==> config.mk <==
export PLATFORM = sky130hd
export DESIGN_NAME = rv_writeback
export DESIGN_NICKNAME = d
export VERILOG_FILES = /design/src/rtl/rv_wb_pkg.sv /design/src/rtl/rv_wb_ldfmt.sv /design/src/rtl/rv_writeback.sv
export SDC_FILE = /design/constraint.sdc
export NUM_CORES = 1
export LEC_CHECK = 0
export BUFFER_PORTS_ARGS = -buffer_cell sky130_fd_sc_hd__buf_2
export CORE_MARGIN = 2
export CORE_UTILIZATION = 35
export CTS_BUF_LIST = sky130_fd_sc_hd__clkbuf_2 sky130_fd_sc_hd__clkbuf_4 sky130_fd_sc_hd__clkbuf_8
export DETAILED_ROUTE_END_ITERATION = 10
export REMOVE_ABC_BUFFERS = 1
export SYNTH_ARGS = -nofsm -noshare
export SYNTH_HDL_FRONTEND = slang
export SYNTH_SLANG_ARGS = --single-unit
==> constraint.sdc <==
create_clock -name i_clk -period 2.69 [get_ports i_clk]
set_input_delay 0.1345 -clock i_clk [delete_from_list [all_inputs] [get_ports i_clk]]
set_output_delay 0.1345 -clock i_clk [all_outputs]
set_load 0.1 [all_outputs]
==> src/rtl/rv_wb_pkg.sv <==
// Shared types and constants for the RISC-V writeback stage.
// Result sources, load funct3 encodings and the stage FSM states.
package rv_wb_pkg;

    typedef enum logic [1:0] {
        RES_ALU  = 2'd0,
        RES_LOAD = 2'd1,
        RES_PC4  = 2'd2,
        RES_CSR  = 2'd3
    } res_src_e;

    typedef enum logic [1:0] {
        ST_EMPTY   = 2'd0,
        ST_FULL    = 2'd1,
        ST_WAIT_LD = 2'd2
    } wb_state_e;

    localparam logic [2:0] F3_LB  = 3'b000;
    localparam logic [2:0] F3_LH  = 3'b001;
    localparam logic [2:0] F3_LW  = 3'b010;
    localparam logic [2:0] F3_LD  = 3'b011;
    localparam logic [2:0] F3_LBU = 3'b100;
    localparam logic [2:0] F3_LHU = 3'b101;
    localparam logic [2:0] F3_LWU = 3'b110;

    function automatic wb_state_e accept_state(input res_src_e src);
        return (src == RES_LOAD) ? ST_WAIT_LD : ST_FULL;
    endfunction

endpackage

==> src/rtl/rv_wb_ldfmt.sv <==
// Load data formatter: byte-lane select and sign/zero extension.
// Lanes wrap modulo XLEN/8, so a misaligned access rotates the word.
module rv_wb_ldfmt
    import rv_wb_pkg::*;
#(
    parameter int XLEN  = 32,
    parameter int OFF_W = (XLEN == 64) ? 3 : 2
) (
    input  logic [XLEN-1:0]  ld_data,
    input  logic [OFF_W-1:0] off,
    input  logic [2:0]       funct3,
    output logic [XLEN-1:0]  data
);

    logic [XLEN-1:0] rot;

    // rotating through a doubled word gives the lane wraparound for free
    assign rot = XLEN'({ld_data, ld_data} >> {off, 3'b000});

    always_comb begin
        data = rot;
        unique case (funct3)
            F3_LB:   data = XLEN'($signed(rot[7:0]));
            F3_LH:   data = XLEN'($signed(rot[15:0]));
            F3_LW:   data = XLEN'($signed(rot[31:0]));
            F3_LBU:  data = XLEN'(rot[7:0]);
            F3_LHU:  data = XLEN'(rot[15:0]);
            F3_LWU:  data = XLEN'(rot[31:0]);
            F3_LD:   data = rot;
            default: data = rot;
        endcase
    end

endmodule

==> src/rtl/rv_writeback.sv <==
// RISC-V writeback stage: one-entry stage register, load wait FSM,
// result mux, register-file write port and retire counter.
module rv_writeback
    import rv_wb_pkg::*;
#(
    parameter int XLEN   = 32,
    parameter int RIDX_W = 5,
    parameter int CNT_W  = 64
) (
    input  logic              i_clk,
    input  logic              i_reset,
    input  logic              i_valid,
    output logic              o_ready,
    input  logic [XLEN-1:0]   i_alu_result,
    input  logic [XLEN-1:0]   i_pc_p4,
    input  logic [XLEN-1:0]   i_csr_data,
    input  logic [1:0]        i_res_src,
    input  logic [2:0]        i_funct3,
    input  logic              i_reg_write,
    input  logic [RIDX_W-1:0] i_rd,
    input  logic              i_flush,
    input  logic [XLEN-1:0]   i_ld_data,
    input  logic              i_ld_valid,
    output logic [XLEN-1:0]   o_data,
    output logic [RIDX_W-1:0] o_rd,
    output logic              o_reg_write,
    output logic              o_fwd_valid,
    output logic              o_retire,
    output logic [CNT_W-1:0]  o_instret
);

    localparam int OFF_W = (XLEN == 64) ? 3 : 2;

    wb_state_e         state;
    wb_state_e         state_nxt;
    logic [XLEN-1:0]   r_alu_result;
    logic [XLEN-1:0]   r_pc_p4;
    logic [XLEN-1:0]   r_csr_data;
    res_src_e          r_res_src;
    logic [2:0]        r_funct3;
    logic              r_reg_write;
    logic [RIDX_W-1:0] r_rd;

    logic [XLEN-1:0]   ld_fmt;
    logic [XLEN-1:0]   wb_data;
    logic              complete;
    logic              accept;

    rv_wb_ldfmt #(
        .XLEN  (XLEN),
        .OFF_W (OFF_W)
    ) u_ldfmt (
        .ld_data (i_ld_data),
        .off     (r_alu_result[OFF_W-1:0]),
        .funct3  (r_funct3),
        .data    (ld_fmt)
    );

    always_comb begin
        complete = 1'b0;
        o_ready  = 1'b1;
        unique case (state)
            ST_FULL: complete = 1'b1;
            ST_WAIT_LD: begin
                complete = i_ld_valid;
                o_ready  = i_ld_valid;
            end
            default: complete = 1'b0;
        endcase
        // a flushed or resetting cycle completes nothing and drops any accept
        if (i_reset || i_flush) begin
            complete = 1'b0;
            o_ready  = 1'b1;
        end
    end

    assign accept = i_valid && o_ready && !i_flush && !i_reset;

    always_comb begin
        state_nxt = state;
        if (i_flush)
            state_nxt = ST_EMPTY;
        else if (accept)
            state_nxt = accept_state(res_src_e'(i_res_src));
        else if (state != ST_WAIT_LD || complete)
            state_nxt = ST_EMPTY;
    end

    always_comb begin
        wb_data = '0;
        unique case (r_res_src)
            RES_ALU:  wb_data = r_alu_result;
            RES_LOAD: wb_data = ld_fmt;
            RES_PC4:  wb_data = r_pc_p4;
            RES_CSR:  wb_data = r_csr_data;
            default:  wb_data = '0;
        endcase
    end

    assign o_reg_write = complete && r_reg_write && (r_rd != '0);
    assign o_fwd_valid = o_reg_write;
    assign o_data      = o_reg_write ? wb_data : '0;
    assign o_rd        = o_reg_write ? r_rd : '0;
    assign o_retire    = complete;

    always_ff @(posedge i_clk) begin
        if (i_reset) begin
            state        <= ST_EMPTY;
            r_alu_result <= '0;
            r_pc_p4      <= '0;
            r_csr_data   <= '0;
            r_res_src    <= RES_ALU;
            r_funct3     <= '0;
            r_reg_write  <= 1'b0;
            r_rd         <= '0;
            o_instret    <= '0;
        end else begin
            state <= state_nxt;
            if (accept) begin
                r_alu_result <= i_alu_result;
                r_pc_p4      <= i_pc_p4;
                r_csr_data   <= i_csr_data;
                r_res_src    <= res_src_e'(i_res_src);
                r_funct3     <= i_funct3;
                r_reg_write  <= i_reg_write;
                r_rd         <= i_rd;
            end
            if (complete)
                o_instret <= o_instret + 1'b1;
        end
    end

endmodule

; Word-level counts from Yosys, hierarchy flattened
; Cells that the tools add are included.
[word_totals]
regBits = 173
inputBits = 144
output_inout_bits = 105
elab_cells = 46
[op_classes]
add_sub_neg = 1
eq_ne = 10
shift = 1
mux = 11
n_reduce_logical = 14
[ops]
columns = cell, count
row1 = $pmux 32 s4, 2
row2 = $add 64x1->64 const B, 1
row3 = $shr 64x5->32, 1
row4 = $mux 32, 1
row5 = $eq 2x1->1 const B, 3
row6 = $eq 2x2->1 const B, 3
row7 = $eq 3x3->1 const B, 2
row8 = $mux 2, 3
row9 = $logic_and 1x1->1, 5
row10 = $mux 5, 1
row11 = $reduce_bool 5->1, 1
row12 = $eq 3x1->1 const B, 1
row13 = $logic_not 3->1, 1
row14 = $mux 1, 3
row15 = $logic_not 1->1, 2
row16 = $logic_not 2->1, 1
row17 = $logic_or 1x1->1, 2
row18 = $ne 2x2->1 const B, 1
row19 = $pmux 1 s2, 1
row20 = $reduce_bool 2->1, 1
row21 = $reduce_or 2->1, 1

; Longest topological paths before layout
[logic_depth]
ltp_word = 7
depth_mapped = 10

; By module
; Synthesis repeated with hierarchy kept, for this count alone.
[unflattened]
cells_unflattened = 1053
area_unflattened_um2 = 9272.6
[by_module_without_submodules]
columns = mod, instances, cells_per_inst, area_per_inst_um2
row1 = rv_writeback, 1, 944, 8182.8
row2 = rv_wb_ldfmt, 1, 109, 1089.8

; Worst setup path after synthesis
; OpenSTA, ideal clock, no wires.
[synth_path]
path_kind = flip-flop to output port
from = register state[0]
to = output o_data[15]
t_arrival_ns = 4.466
t_required_ns = 2.556
path_slack_ns = -1.911
path_stages_with_launch = 11
n_path_buf = 2
cell_sequence = dfxtp_1 -> inv_1 -> ha_1 -> or3_1 -> buf_6 -> nor2_1 -> o211ai_1 -> inv_1 -> clkbuf_1 -> o311ai_0 -> a21oi_1
[synth_via]
elab_chain_cells = 6
word_cells_on_any_way = 7
[synth_lines]
columns = item, line_no
row1 = start: declaration, rv_writeback.sv:34  ; wb_state_e state;
row2 = start signal: assignment, rv_writeback.sv:118  ; state <= state_nxt;
row3 = $eq 2x2->1 or $eq 2x1->1 (tied branches), rv_writeback.sv:62  ; unique case (state)
row4 = $pmux 1 s2 (*), rv_writeback.sv:62
row5 = $mux 1 (*), rv_writeback.sv:71  ; if (i_reset || i_flush) begin
row6 = $logic_and 1x1->1 (*) (2 in series), rv_writeback.sv:100  ; assign o_reg_write = complete && r_reg_write && (r_rd != '0);
row7 = named net o_fwd_valid, rv_writeback.sv:27  ; output logic o_fwd_valid,
row8 = $mux 32 (*), rv_writeback.sv:102  ; assign o_data = o_reg_write ? wb_data : '0;
row9 = end: declaration, rv_writeback.sv:24  ; output logic [XLEN-1:0] o_data,
; Mark *: on every way through the listed nets, which the timed path passes. The rest lies on a longest branch.

; Worst setup path after layout
[layout_path]
from = register r_rd[0]
to = output o_rd[0]
[layout_via]
elab_chain_cells = 3
[layout_lines]
columns = item, line_no
row1 = start: declaration, rv_writeback.sv:42  ; logic [RIDX_W-1:0] r_rd;
row2 = start signal: assignment, rv_writeback.sv:126  ; r_rd <= i_rd;
row3 = $reduce_bool 5->1, rv_writeback.sv:100
row4 = $logic_and 1x1->1, rv_writeback.sv:100
row5 = $mux 5 (*), rv_writeback.sv:103  ; assign o_rd = o_reg_write ? r_rd : '0;
row6 = end: declaration, rv_writeback.sv:25  ; output logic [RIDX_W-1:0] o_rd,
; Every way passes the cells marked *; elsewhere a longest branch is shown, timed or not.

==> impl_metrics.csv <==
group,metric,value,unit
drt,routed_wl,30800,um
clocking,cts_tree,"done",
setup_path,cp_data_required_time,2560,ps
final_layout,fin_area,13400,sq um
drt,wl_met1,13400,um
sta,final.setup.tns,-68.1,ps
sta,period_minus_slack,2720,ps
place,hpwl,20600,um
min_path,hp-class,"input pin to flop",
drt,dr_wl_met3,1550,um
grt,antenna_found_initial,2,
setup_path,cpPeakStageDelay,540,ps
setup_path,worstPathCellList,"or4_4 > o211ai_1 > buf_4 > clkinvlp_4 > buf_12 > buf_6 > and2_4 > buf_12",
logic_synthesis,synth_largest_area_cell,"dfxtp_1",
drt,first_pass_iters,5,
setup_path,slowest_stage,"or4_4",
logic_synthesis,synthTopCellsByArea,"dfxtp_1 (39%), nand2_1 (12%), nand3b_1 (8.9%)",
sta,tightest_slew,706,ps
place,dp_slack,-69.4,ps
setup_path,path_max_fanout,4,
logic_synthesis,syn_inst,1133,
clocking,htreeDepth,4,
floorplan,die_area,26900,sq um
drt,drtIter0Drc,757,
final_layout,multiInputGateArea,5520,sq um
logic_synthesis,async_flop_share,0,%
final_layout,seq_area,3480,sq um
drt,drtAntennaViolNets,0,
place,numPortBuffers,248,
grt,grt_pass1_vias,8956,
drt,top_layer,"met4",
clocking,cts_sinks,173,
floorplan,core-area,25200,sq um
clocking,path_clk_slew,100,ps
logic_synthesis,syn_area,8980,sq um
clocking,cts_buffers,17,
floorplan,top_level_ports,249,
logic_synthesis,ys_ff_latch,173,
sta,setup_ws,-33.9,ps
floorplan,start_util,35.7,%
setup_path,end_kind,"output pin",
final_layout,fillerInstances,2300,
logic_synthesis,synth_flop_cell,"dfxtp_1",
floorplan,std_cell_rows,58,
power,power-per-cell-area,410,nW/um^2
power,vdd_drop_max,0.295,mV
clocking,worstSkewPairLatency,470,ps
drt,via_per_inst,5.21,
sta,timing.fmax,367,MHz
run_status,violations,"negative setup slack",
drt,drcViolationCount,0,
sta,drv_slew,0,
job,cap_viol_max_count,0,
place,place_area,11300,sq um
drt,avgRoutedWirePerCell,16.9,um
final_layout,final_common_cell,"nand2_1",
setup_path,critPathBufInv,5,
clocking,clockBufferDepth,2,
floorplan,die_h,164,um
floorplan,die_width,164,um
setup_path,cp_common_cell,"buf_12",
logic_synthesis,yosysSeqAreaShare,38.6,%
sta,max_slew_margin,52.9,%
logic_synthesis,syn_area_per_cell,7.92,sq um
grt,grt_pass1_wl,46400,um
logic_synthesis,synth_edf_count,0,
setup_path,startpoint_type,"flop",
logic_synthesis,synth_top_area_share,38.6,%
final_layout,mostFrequentLayoutCells,"nand2_1 (280), buf_2 (207), dfxtp_1 (165)",
sta,rsz0062_at_grt,"true",
sta,fin_crit_sh,101,%
drt,met2_wirelength,14800,um
logic_synthesis,ys_types,51,
drt,vias,9488,
sta,timing.hold.ws,119,ps
setup_path,cp_data_arrival_time,2590,ps
final_layout,area_growth,49.4,%
sta,setup_viol,5,
setup_path,path_class,"flop to output pin",
grt,gr-total-overflow,0,
grt,grt_max_degree,175,
place,gp_congestion,0.915,
power,p_leak,5.55,nW
setup_path,critPathTopFamily,"buffers and inverters",
sta,hold_viol,0,
final_layout,drive_above_1_share,27.6,%
final_layout,fin_nets,1623,
grt,grt_usage,21.7,%
clocking,root_buffer,"clkbuf_8",
run_status,status,"complete, but fails checks",
sta,finClkSkew,17.5,ps
logic_synthesis,yosysWarningCount,0,
## worst paths after layout
kind,from,to,slack [ps],cells after the start
worst max-delay path,r_rd[0],o_rd[0],-30,8
worst min-delay path,i_valid,state[1],120,4
worst max register to register,state[0],o_instret[50],200,9
worst min register to register,r_alu_result[20],r_alu_result[20],470,2
## repair_timing
action / 4_1_cts / 5_1_grt
pin swaps: 6 / 4
endpoints found under the hold margin: 109 / 0
cloned: 1 / 2
endpoints found under the setup margin: 36 / 41
hold buffers: 108 / 0
resized for setup: 65 / 26
buffers inserted: 5 / 4
## layer usage
layer | up-vias | track usage, %
met2 | 305 | 35.6
met5 | - | 0
met3 | 64 | 3.51
met1 | 4471 | 28.3
met4 | 0 | 9.29
li1 | 4648 | -
## flip-flops by register name, indices dropped and copies added, names as in the netlist
signal,count
r_csr_data,32
o_instret,64
r_funct3,3
r_res_src,2
state,2
r_rd,5
r_alu_result,32
r_reg_write,1
r_pc_p4,32
## area by class of cell
class	instances	share of cell area, %
Antenna cell	3	0.0560
Clock buffer	18	1.80
Clock inverter	14	1.29
Inverter	18	0.541
Multi-Input combinational cell	858	41.1
Sequential cell	173	25.9
Tap cell	330	3.08
Timing Repair Buffer	407	26.1
Timing Repair inverter	1	0.0560
## worst reg2reg max path: cells and delay by family, from the launching register on
kind,cells,cell delay (ps)
compound gates,1,140
fa+ha+maj,1,190
buf+inv,3,410
flops,1,360
simple gates,4,1340
## stage by stage
stage                     total power (W)  utilization (%)  cells
after floorplan                   0.00307                -   1049
after global placement            0.00337             44.9   1667
after detailed placement          0.00338             44.9   1667
after CTS                         0.00551             52.4   1813
after global routing              0.00574             53.3   1821
final                             0.00549             53.3   1822
## kinds of logic (layout without fill, tap and decap cells)
logic type | count (synthesis) | count (layout) | share of synthesized area [%]
simple gates | 588 | 588 | 34.0
compound gates | 174 | 174 | 11.3
flops | 173 | 173 | 38.6
buf+inv | 102 | 458 | 4.68
mux | 66 | 66 | 8.40
xor+xnor | 27 | 27 | 2.63
fa+ha+maj | 3 | 3 | 0.418
other cells | 0 | 3 | 0
## Yosys cell counts (2+ instances only)
cell and count:
a211oi_1 4, a21oi_1 79, a221oi_1 17, and2_1 9
and3_1 8, and4_1 5, buf_1 9, buf_2 4
clkbuf_1 65, dfxtp_1 173, ha_1 3, inv_1 18
mux2_2 5, mux2i_1 54, mux4_2 7, nand2_1 280
nand2b_1 5, nand3_1 21, nand3b_1 107, nand4_1 34
nor2_1 57, nor2b_1 3, nor3_1 4, nor4_1 4
nor4_2 2, nor4_4 2, nor4b_1 2, o211ai_1 6
o21ai_0 51, o311ai_0 8, o31ai_1 6, or2_2 2
or3_1 30, or4_1 7, xnor2_1 9, xor2_1 18
## power by group
group / internal, W / switching, W
registers: 0.00265 / 0.0000554
logic: 0.000396 / 0.000449
clock network: 0.000874 / 0.00107
No activity file was read; power rests on OpenSTA's default activity.
